[src/rtl/mm_pkg.sv]
// Shared definitions for the dot-product stage: feeder FSM states, latencies and default widths.
package mm_pkg;

    localparam int unsigned DEFAULT_DATA_WIDTH = 32;
    localparam int unsigned DEFAULT_ADDR_WIDTH = 8;
    localparam int unsigned DEFAULT_K_WIDTH    = 8;

    localparam int unsigned MEM_RD_LATENCY = 1;
    localparam int unsigned PE_LATENCY     = 3;
    localparam int unsigned DRAIN_CYCLES   = MEM_RD_LATENCY + PE_LATENCY;

    typedef logic [2:0] state_t;

    localparam state_t StIdle  = 3'd0;
    localparam state_t StStart = 3'd1;
    localparam state_t StIssue = 3'd2;
    localparam state_t StDrain = 3'd3;
    localparam state_t StDone  = 3'd4;

endpackage

[src/rtl/operand_addr_gen.sv]
// Element index and strided B pointer for one dot-product command; all address arithmetic wraps.
module operand_addr_gen
    import mm_pkg::*;
#(
    parameter int unsigned ADDR_WIDTH = DEFAULT_ADDR_WIDTH,
    parameter int unsigned K_WIDTH    = DEFAULT_K_WIDTH
) (
    input  logic                  clk,
    input  logic                  clr,
    input  logic                  load,
    input  logic                  step,
    input  logic [ADDR_WIDTH-1:0] a_base,
    input  logic [ADDR_WIDTH-1:0] b_base,
    input  logic [ADDR_WIDTH-1:0] b_stride,
    input  logic [K_WIDTH-1:0]    k,
    output logic [ADDR_WIDTH-1:0] a_addr,
    output logic [ADDR_WIDTH-1:0] b_addr,
    output logic                  is_last
);

    logic [K_WIDTH-1:0]    i_q, i_d;
    logic [ADDR_WIDTH-1:0] b_ptr_q, b_ptr_d;

    always_comb begin
        i_d     = i_q;
        b_ptr_d = b_ptr_q;
        if (load) begin
            i_d     = '0;
            b_ptr_d = b_base;
        end else if (step) begin
            i_d     = i_q + K_WIDTH'(1);
            b_ptr_d = b_ptr_q + b_stride;
        end
    end

    always_ff @(posedge clk) begin
        if (clr) begin
            i_q     <= '0;
            b_ptr_q <= '0;
        end else begin
            i_q     <= i_d;
            b_ptr_q <= b_ptr_d;
        end
    end

    assign a_addr  = a_base + ADDR_WIDTH'(i_q);
    assign b_addr  = b_ptr_q;
    assign is_last = (i_q == k - K_WIDTH'(1));

endmodule

[src/rtl/pe_operand_feeder.sv]
// Sequences one dot-product command into the PE: clear, K operand pairs from the buffers, then a
// drain so the next clear can never land on an accumulation still in flight.
module pe_operand_feeder
    import mm_pkg::*;
#(
    parameter int unsigned DATA_WIDTH = DEFAULT_DATA_WIDTH,
    parameter int unsigned ADDR_WIDTH = DEFAULT_ADDR_WIDTH,
    parameter int unsigned K_WIDTH    = DEFAULT_K_WIDTH
) (
    input  logic                  clk,
    input  logic                  clr,
    input  logic                  cmd_valid,
    output logic                  cmd_ready,
    input  logic [ADDR_WIDTH-1:0] cmd_a_base,
    input  logic [ADDR_WIDTH-1:0] cmd_b_base,
    input  logic [ADDR_WIDTH-1:0] cmd_b_stride,
    input  logic [K_WIDTH-1:0]    cmd_k,
    input  logic                  hold,
    output logic                  a_rd_en,
    output logic                  b_rd_en,
    output logic [ADDR_WIDTH-1:0] a_rd_addr,
    output logic [ADDR_WIDTH-1:0] b_rd_addr,
    input  logic [DATA_WIDTH-1:0] a_rd_data,
    input  logic [DATA_WIDTH-1:0] b_rd_data,
    output logic                  pe_start,
    output logic                  pe_valid_in,
    output logic                  pe_last,
    output logic [DATA_WIDTH-1:0] pe_a,
    output logic [DATA_WIDTH-1:0] pe_b,
    output logic                  done
);

    localparam int unsigned       DrainW    = $clog2(DRAIN_CYCLES + 1);
    localparam logic [DrainW-1:0] DrainLast = DrainW'(DRAIN_CYCLES - 1);

    state_t                  state_q, state_d;
    logic [ADDR_WIDTH-1:0]   a_base_q, a_base_d;
    logic [ADDR_WIDTH-1:0]   b_stride_q, b_stride_d;
    logic [K_WIDTH-1:0]      k_q, k_d;
    logic [DrainW-1:0]       drain_cnt_q, drain_cnt_d;
    logic                    vld_q, vld_d;
    logic                    last_q, last_d;

    logic                    cmd_accept;
    logic                    issue;
    logic                    is_last;
    logic [ADDR_WIDTH-1:0]   a_addr, b_addr;

    // Every output is forced low while clr is high, whatever the current state.
    assign cmd_ready   = !clr && (state_q == StIdle);
    assign pe_start    = !clr && (state_q == StStart);
    assign done        = !clr && (state_q == StDone);
    assign issue       = !clr && (state_q == StIssue) && !hold;
    assign cmd_accept  = cmd_valid && cmd_ready;

    assign a_rd_en     = issue;
    assign b_rd_en     = issue;
    assign a_rd_addr   = issue ? a_addr : '0;
    assign b_rd_addr   = issue ? b_addr : '0;

    assign pe_valid_in = !clr && vld_q;
    assign pe_last     = !clr && last_q;
    assign pe_a        = pe_valid_in ? a_rd_data : '0;
    assign pe_b        = pe_valid_in ? b_rd_data : '0;

    operand_addr_gen #(
        .ADDR_WIDTH (ADDR_WIDTH),
        .K_WIDTH    (K_WIDTH)
    ) u_addr_gen (
        .clk      (clk),
        .clr      (clr),
        .load     (cmd_accept),
        .step     (issue),
        .a_base   (a_base_q),
        .b_base   (cmd_b_base),
        .b_stride (b_stride_q),
        .k        (k_q),
        .a_addr   (a_addr),
        .b_addr   (b_addr),
        .is_last  (is_last)
    );

    always_comb begin
        state_d     = state_q;
        a_base_d    = a_base_q;
        b_stride_d  = b_stride_q;
        k_d         = k_q;
        drain_cnt_d = drain_cnt_q;
        unique case (state_q)
            StIdle: begin
                if (cmd_accept) begin
                    a_base_d   = cmd_a_base;
                    b_stride_d = cmd_b_stride;
                    k_d        = cmd_k;
                    state_d    = (cmd_k != '0) ? StStart : StDone;
                end
            end
            StStart: state_d = StIssue;
            StIssue: begin
                if (issue && is_last) begin
                    state_d     = StDrain;
                    drain_cnt_d = '0;
                end
            end
            StDrain: begin
                if (drain_cnt_q == DrainLast) begin
                    state_d = StDone;
                end else begin
                    drain_cnt_d = drain_cnt_q + DrainW'(1);
                end
            end
            StDone:  state_d = StIdle;
            default: state_d = StIdle;
        endcase
    end

    // Return flags travel one cycle behind the strobe, matching the buffer read latency.
    assign vld_d  = issue;
    assign last_d = issue && is_last;

    always_ff @(posedge clk) begin
        if (clr) begin
            state_q     <= StIdle;
            a_base_q    <= '0;
            b_stride_q  <= '0;
            k_q         <= '0;
            drain_cnt_q <= '0;
            vld_q       <= 1'b0;
            last_q      <= 1'b0;
        end else begin
            state_q     <= state_d;
            a_base_q    <= a_base_d;
            b_stride_q  <= b_stride_d;
            k_q         <= k_d;
            drain_cnt_q <= drain_cnt_d;
            vld_q       <= vld_d;
            last_q      <= last_d;
        end
    end

endmodule

[config.mk]
export PLATFORM = sky130hd
export DESIGN_NAME = pe_operand_feeder
export DESIGN_NICKNAME = d
export VERILOG_FILES = /design/src/rtl/mm_pkg.sv /design/src/rtl/operand_addr_gen.sv /design/src/rtl/pe_operand_feeder.sv
export SDC_FILE = /design/constraint.sdc
export NUM_CORES = 1
export LEC_CHECK = 0
export CAP_MARGIN = 10
export CORE_MARGIN = 2
export CORE_UTILIZATION = 39
export CTS_CLUSTER_SIZE = 30
export DETAILED_ROUTE_END_ITERATION = 16
export HOLD_SLACK_MARGIN = 0.1
export PLACE_DENSITY = 0.91
export SYNTH_ARGS = -nofsm -noshare
export SYNTH_HDL_FRONTEND = slang
export SYNTH_SLANG_ARGS = --single-unit
export TNS_END_PERCENT = 30
[constraint.sdc]
create_clock -name clk -period 2.9 [get_ports clk]
set_clock_uncertainty 0.1 [all_clocks]
set_input_delay 0.58 -clock clk [delete_from_list [all_inputs] [get_ports clk]]
set_output_delay 0.58 -clock clk [all_outputs]
set_load 0.05 [all_outputs]
==> results list, run 1 <==
* Overflow left after global routing: 0
* Worst setup EP type: output port
* Slew at the pin closest to its max-slew limit: 0.557 ns
- Worst path most repeated cell: a21oi_2
* Delay-heaviest family, CP: compound AO/OA/AOI/OAI gates
* Fraction of the cycle the final worst path needs: 100%
- Insertion delay of the later-clocked pin in the worst-skew pair: 0.31 ns
- The worst setup path is of the reg -> out kind.
* Filler instances: 471
- Clock tree buffer depth: 2
- Dividing total power by cell area gives a power density of 250 mW/mm2.
* Number of sinks on the clock net: 48
- Overall fraction of global-route tracks in use: 30.1%
- The final reports fail on setup timing.
- Total vias in the final route: approximately 3.8k
- Post-synth top flop: dfxtp_1
- The final count of hold timing violations was 0.
- Total of warnings raised by yosys: 0
- Main area contributors after synthesis: dfxtp_1, and2_1, ha_1
- Hold buffers post-CTS: 0
- Cell with the largest stage delay on the worst path: fa_2
* Pin count of the biggest net entering global routing: 66
* Final worst path period need: 2.90 ns
* Area share of the largest cell type after synthesis: between 20% and 30%
- Hold-critical path depth: 2
* Count of state elements after synthesis: between 40 and 50
* Multi-input logic area: 0.00224 mm2
- The number of antenna violations at the first check in global routing came to 1.
* Result of the run: complete, but fails checks
* Terminus of the critical flop-to-flop path: drain_cnt_q[2]
* Maximum level of the CTS H-tree: 2
* Crit Reg-Reg Startpoint: state_q[0]
- The setup check on the worst reg-to-reg path leaves a slack of 0.44 ns.
- Timing analysis after detailed placement gives a worst setup slack of -0.169 ns.
* Wire length of the first global-routing pass: 20.8 mm
- Setup repair after global routing missed its margin: yes
- In the final routed layout, each cell accounts on average for 20.0 um.
- Initial standard-cell utilization of the core: 40.2%
- Hold EP: a_base_q[6]
- Buffers inserted during clock tree synthesis total 5.
* Layout cell share with drive strength beyond 1: 22.4%
- Clock tree from TritonCTS: yes
- Summed over all failing endpoints, the final setup total negative slack is -0.00318 ns.
- The area growth from synthesis to layout is 92.0%.
- The number of nets handed over by synthesis was between 500 and 600.
- Area of the core: between 0.008 and 0.009 mm2
- Total Routed Length: between 10 and 15 mm
- EDFF count, synth: 0
- Die Width: 96.0 um
- For the worst setup path, the data required time is 2.22 ns.
- Input and output buffers added on the ports amount to 186.
* Arr. time, crit path: 2.22 ns
- Across the VDD grid, the largest voltage drop is 0.000254 V.
- Min-delay src: a_base_q[6]
- Setup violations remaining at the end of the flow were counted as 1.
- Final standard cell count with taps included and fillers excluded: roughly 700
- Max frequency: around 340 MHz
- Clock tree synthesis selected as its root buffer the cell clkbuf_8.
* Row Count: 33
- Most used standard cells in the synthesized netlist: and2_1, dfxtp_1, nand2_1, nor2_1, nand2b_1
* Startpoint types: flop
- Registers take a little under 0.001 mm2.
- Final HPWL DP: 11.4 mm
- The mapped netlist covers around 0.0033 mm2.
- Once placement completed, the tool counted placed cells totaling 704.
- Number of iterations in the first detailed-routing pass: 4
* Static leakage power: around 0.0025 uW
- The count of pins over their slew limit is 0.
* Number of routed nets with antenna violations: 0
- After clock tree synthesis, the clock-pin slew on the worst setup and hold paths is 0.08 ns.
* Die Y-Extent: 96.0 um
- Hold crit path type: reg -> reg
- The die covers between 0.009 and 0.01 mm2.
* Number of nets in the layout: 728
- DRC violation total after the first TritonRoute iteration: 206
- Distinct cell type count after synthesis: 54
- The repair_antennas step left the layout with diodes totalling 0.
* Proportion of synthesized flip-flops having asynchronous set or reset: 0%
- Via count of the first global-routing pass: 3959
* Tightest slew margin relative to the limit: 62.8%
- Counting both buffers and inverters, the worst setup path holds a total of 1.
- Measured in cells, the most critical reg-to-reg path has a length of 7.
- and2_1 is the most common cell in the netlist.
- Final RePlAce weighted congestion: 0.863
- Traced cell by cell, the critical path runs through ha_4 -> fa_2 -> a21o_1 -> a21oi_2 -> o21bai_1 -> a21oi_2 -> xor2_2 -> nor2_2 -> buf_12.
* Mapped Cells: 424
* Longest individual stage delay on the worst path: 0.35 ns
* Reported max-cap violation count: 0
- The share of the Yosys chip area taken by registers is 29.1%.
- Summed over all instances, the cell type with the most area after synthesis is dfxtp_1.
* Number of vias per cell after detailed routing: between 5 and 6
- In this run the count of I/O pins placed on the die edge is 187.
* Mean post-synth cell area: 7.79 um2
- Crit path max fanout: 2
- Number of remaining DRC errors: 0
* Final critical-path setup slack: -0.00318 ns
-- power by group --
group          internal [uW]  leakage [uW]  switching, uW
clock                    164     0.0000410            216
combinational            260       0.00209            211
sequential               694      0.000394           40.0
total                   1120       0.00252            467
-- through the flow --
step                utilization [%]  power (uW)  instance area, um2  hold WS, ns
global route                   77.1        1650                6340        0.406
global placement               75.3        1190                6190        0.358
CTS                            76.5        1580                6290        0.381
finish                         77.1        1590                6340        0.377
floorplan                         -         951                3310        0.346
detailed placement             75.3        1210                6190        0.367
-- kinds of logic after synthesis --
family          count (synthesis)  share of synthesized area [%]
flops                          48                           29.1
simple gates                  218                           36.6
fa+ha+maj                      20                           8.03
buf+inv                        40                           5.08
mux                             3                           1.21
xor+xnor                       24                           6.37
compound gates                 71                           13.6
-- per-layer routing --
layer  up-vias  part of all wire, %  GRT usage (%)
met3        36                  9.0           8.14
met1      1789                   34           30.5
met2       191                   53           58.1
li1       1789                    -              -
met5         -                0.070              0
met4         2                  3.9           11.1
-- repair_timing --
item | CTS | global route
pin swaps | 4 | 2
setup endpoints to repair | 82 | 67
buffers inserted | 0 | 0
gates resized for setup | 8 | 10
gates cloned | 1 | 1
-- flip-flops by register name (all words and copies together) (netlist names) --
register           flops
a_base_q               8
b_stride_q             8
k_q                    8
u_addr_gen.b_addr      8
u_addr_gen.i_q         8
drain_cnt_q            3
state_q                3
last_q                 1
vld_q                  1
-- cell type report --
class / instances / area share (%)
Clock buffer: 6 / 1.14
Clock inverter: 1 / 0.0790
Inverter: 14 / 0.869
Multi-Input combinational cell: 337 / 35.4
Sequential cell: 48 / 15.3
Tap cell: 105 / 2.07
Timing Repair Buffer: 201 / 45.1
Timing Repair inverter: 1 / 0.118
-- cells in the final DEF (no fill, tap or decap), types with 8 or more instances in the layout --
cell type,netlist,layout
inv_1,12,12
and2_1,73,73
buf_4,2,14
dfxtp_1,48,44
buf_12,0,88
o21ai_1,11,11
a21oi_1,12,9
xnor2_1,15,15
nor2_1,31,29
o21ai_0,17,17
clkdlybuf4s50_1,0,98
xor2_1,9,8
nand2_1,38,38
ha_1,18,17
nand2b_1,26,26
-- how the worst max path moves through the flow --
stage	start	cells past startpoint	endpoint
4_1_cts	a_base_q[0]	9	a_rd_addr[6]
3_3_place_gp	clr	6	b_rd_addr[7]
6_report	a_base_q[0]	9	a_rd_addr[6]
2_1_floorplan	u_addr_gen.i_q[0]	8	a_rd_addr[6]
3_5_place_dp	clr	6	b_rd_addr[3]
5_1_grt	a_base_q[0]	9	a_rd_addr[6]
-- worst register-to-register path: stages (launching register included) --
cell	delay, ns
dfxtp_1	0.43
or3_4	0.44
buf_4	0.15
nor4_1	0.32
nand4b_1	0.17
a211oi_2	0.26
a31oi_2	0.13
mux2_4	0.34
(Power assumes the default switching activity.)
==> inputs of run 2 (changes only) <==
GPL_TIMING_DRIVEN = 0   (was not set)
HOLD_SLACK_MARGIN = 0.06   (was 0.1)
==> run 2 against run 1 <==
Net effect:
- the run now ends clean
- non-clock buffer count rose by 12
- sequential cell count unchanged
- worst hold slack better by 0.0053 ns
- sequential power fell by 0.8%
- maximum frequency increased by 1.4%
- critical path depth is the same
- via count down 0.24%
- worst setup slack better by 0.040 ns
- die area did not move
- largest cell class is now multi-input combinational cells
- largest power group unchanged
==> results list, run 2 (synthesized netlist as in run 1, its figures left out) <==
* Result of the run: finished clean
* Final HPWL DP: 10.6 mm (-6.8%)
* Cell with the largest stage delay on the worst path: dfxtp_4
* Tightest slew margin relative to the limit: 55.1% (-7.7 points)
* Number of port buffers: 186 (unchanged)
* Final RePlAce weighted congestion: 0.875 (+1.4%)
- Overall fraction of global-route tracks in use: 27.6% (-2.6 points)
* Setup repair after global routing missed its margin: yes
- Largest voltage drop on the vdd net: 0.000247 V (-2.8%)
- Most frequent cells in the layout: clkdlybuf4s50_1, and2_1, clkdlybuf4s15_2
- The worst hold path terminates at a_base_q[3].
- Critical path data required time: 2.22 ns (about the same)
- The count of pins over their slew limit came to 0 (unchanged).
- Clock tree buffer depth: 2 (unchanged)
- The number of standard-cell rows in the floorplan came to 33 (unchanged).
- Reported max-cap violation count: 0 (unchanged)
* DRC violation total after the first TritonRoute iteration: 209 (+1.5%)
- Growth of design area from synthesis to finish: 65.2%
* Crit Reg-Reg Startpoint: k_q[0]
* Length in cells of the worst reg-to-reg path: 8 (+1)
- The count of final setup violators was 0 (-1).
- The peak clock frequency supported by timing came to 349 MHz (+1.4%).
- The data arrival time of the critical path is 2.18 ns (-0.04 ns).
* Number of sinks on the clock net: 48 (unchanged)
* CTS Buf Count: 5 (unchanged)
* Min-delay src: a_base_q[3]
- The routed length per placed instance came to 18.3 um (-8.5%).
- Via count of the first global-routing pass: 3794 (-4.2%)
- Layout cell share with drive strength beyond 1: 18.4% (-4.0 points)
- The placeable core area came to 0.00822 mm2 (unchanged).
- The number of instances on the worst hold path is 2 (unchanged).
- Antenna diode count: 0 (unchanged)
- The deepest level of the CTS H-tree was 2 (unchanged).
- The clock transition time at the flip-flop clock pins of the worst setup and hold paths was 0.09 ns (about the same).
- The ratio of total power to cell area came to 291 mW/mm2 (+16%).
- The wire length of the first global-routing pass came to 19.3 mm (-7.1%).
- The delay of the slowest cell on the worst path is 0.38 ns (+0.03 ns).
- Number of iterations in the first detailed-routing pass: 5 (+1)
* Type of the worst setup path: reg -> out
* Number of remaining DRC errors: 0 (unchanged)
* Antenna violations before repair: 0 (-1)
* Startpoint types: flop
- Worst-case setup slack after placement: -1.11 ns (-0.945 ns)
- Fraction of the cycle the final worst path needs: 98.7% (-1.4 points)
- The clock insertion delay at the later pin of the skew report is 0.31 ns (about the same).
- Number of routed nets with antenna violations: 0 (unchanged)
- Commonest non-fill, non-tap cell in the layout: clkdlybuf4s50_1
- The final worst slack came to 0.0370 ns (+0.0401 ns).
- The top fanout value on the critical path was 5 (+3).
* Initial standard-cell utilization of the core: 40.2% (unchanged)
- Clock tree from TritonCTS: yes
* Die Width: 96.0 um (unchanged)
- The final count of hold timing violations is 0 (unchanged).
* Final worst path period need: 2.86 ns (-0.0401 ns)
- The transition time at the pin with the least slew margin is 0.677 ns (+0.120 ns).
* Hold buffers post-CTS: 0 (unchanged)
* Ordered list of cells on the worst path: ha_4 -> fa_2 -> a21o_1 -> a21oi_2 -> o21bai_1 -> a21oi_2 -> xor2_1 -> nor2_1 -> buf_6
- Multi-input logic area: 0.00221 mm2 (-1.5%)
- The path class of the tightest hold or removal check is reg -> reg.
- The height of the chip came to 96.0 um (unchanged).
* Final standard cell count with taps included and fillers excluded: 724 (+1.5%)
- Total Routed Length: 13.3 mm (-7.1%)
* Worst path most repeated cell: a21oi_2
- The final global-route overflow total was 0 (unchanged).
- Worst-case register-to-register setup slack: 0.45 ns (about the same)
- Static leakage power: 0.00231 uW (-8.7%)
- The storage element area was 967 um2 (-0.13%).
* Number of vias per cell after detailed routing: 5.25 (-1.8%)
- The endpoint identified for the worst register-to-register timing path is drain_cnt_q[2].
* WP buf/inv: 1 (unchanged)
- Area enclosed by the die boundary: 0.00922 mm2 (unchanged)
- The number of nets in the finished design came to 738 (+1.4%).
- CTS root buffer: clkbuf_8
- The count of fill cells added during filler insertion is 656 (+39%).
- The total via count in the routed design is 3798 (-0.24%).
- Worst setup EP type: output port
- The placed cell count was 715 (+1.6%).
* Pin count of the biggest net entering global routing: 15 (-77%)
- Delay-heaviest family, CP: compound AO/OA/AOI/OAI gates
- Total I/O pin count: 187 (unchanged)
==> run 2: changes by cell type in the layout (fill, tap and decap cells not counted), sizes merged <==
cell | previous run | this run
clkbuf | 6 | 26
clkdlybuf4s18 | 0 | 2
clkinv | 1 | 2
clkinvlp | 1 | 0
dlygate4sd2 | 1 | 15
clkdlybuf4s15 | 0 | 47
dlymetal6s2s | 0 | 3
buf | 102 | 27
nor2b | 6 | 5
clkdlybuf4s50 | 98 | 99
==> run 2: where the power goes <==
part / internal, uW / total [uW] / switching [uW] / leakage (uW)
clock: 191 / 426 / 235 / 0.0000510
combinational: 229 / 433 / 204 / 0.00186
sequential: 694 / 728 / 34.1 / 0.000394
==> run 2: timing repair <==
item,CTS,global route
setup endpoints to repair,87,56
setup buffers,1,1
resized for setup,284,24
pin swaps,2,3
==> run 2: cell type report <==
type / count / area share, %
multi-input combinational: 336 / 40.5
clock buffer: 6 / 1.51
tap: 105 / 2.41
sequential: 48 / 17.7
timing repair buffer: 188 / 34.4
buffer: 25 / 2.34
clock inverter: 2 / 0.183
inverter: 14 / 0.963
==> run 2: worst max-delay path by stage <==
stage                 startpoint      endpoint  slack (ns)  cells past startpoint
6_report       u_addr_gen.i_q[0]  a_rd_addr[6]        0.04                      9
3_3_place_gp                 clr  a_rd_addr[7]       -1.12                      7
3_5_place_dp                 clr  a_rd_addr[7]       -1.11                      7
5_1_grt        u_addr_gen.i_q[0]  a_rd_addr[6]        -0.1                      9
4_1_cts                      clr      pe_a[12]      0.0002                      6
2_1_floorplan  u_addr_gen.i_q[0]  a_rd_addr[6]       -0.04                      8
==> run 2: routing by layer <==
metal / track usage, % / part of all wire [%] / vias to the layer above
met5: 0 / 0 / -
met4: 9.17 / 2.9 / 0
met3: 5.95 / 8.2 / 33
met2: 51.4 / 51 / 179
met1: 30.7 / 38 / 1777
li1: - / - / 1809
==> run 2: metrics by stage <==
stage	total power [uW]	setup TNS [ns]	utilization, %	hold slack (ns)	instance area (um2)
6_report	1590	0	66.4	0.382	5460
5_1_grt	1650	-0.0978	66.4	0.399	5460
4_1_cts	1580	0	65.9	0.381	5420
3_5_place_dp	1170	-63.96	64.5	0.367	5300
3_3_place_gp	1160	-62.25	64.5	0.357	5300
2_1_floorplan	951	-0.0439	-	0.346	3310
==> run 2: worst min-delay path: stages (launching register included) <==
cell	delay (ns)
dfxtp_1	0.33
nand2b_1	0.07
o21ai_1	0.05
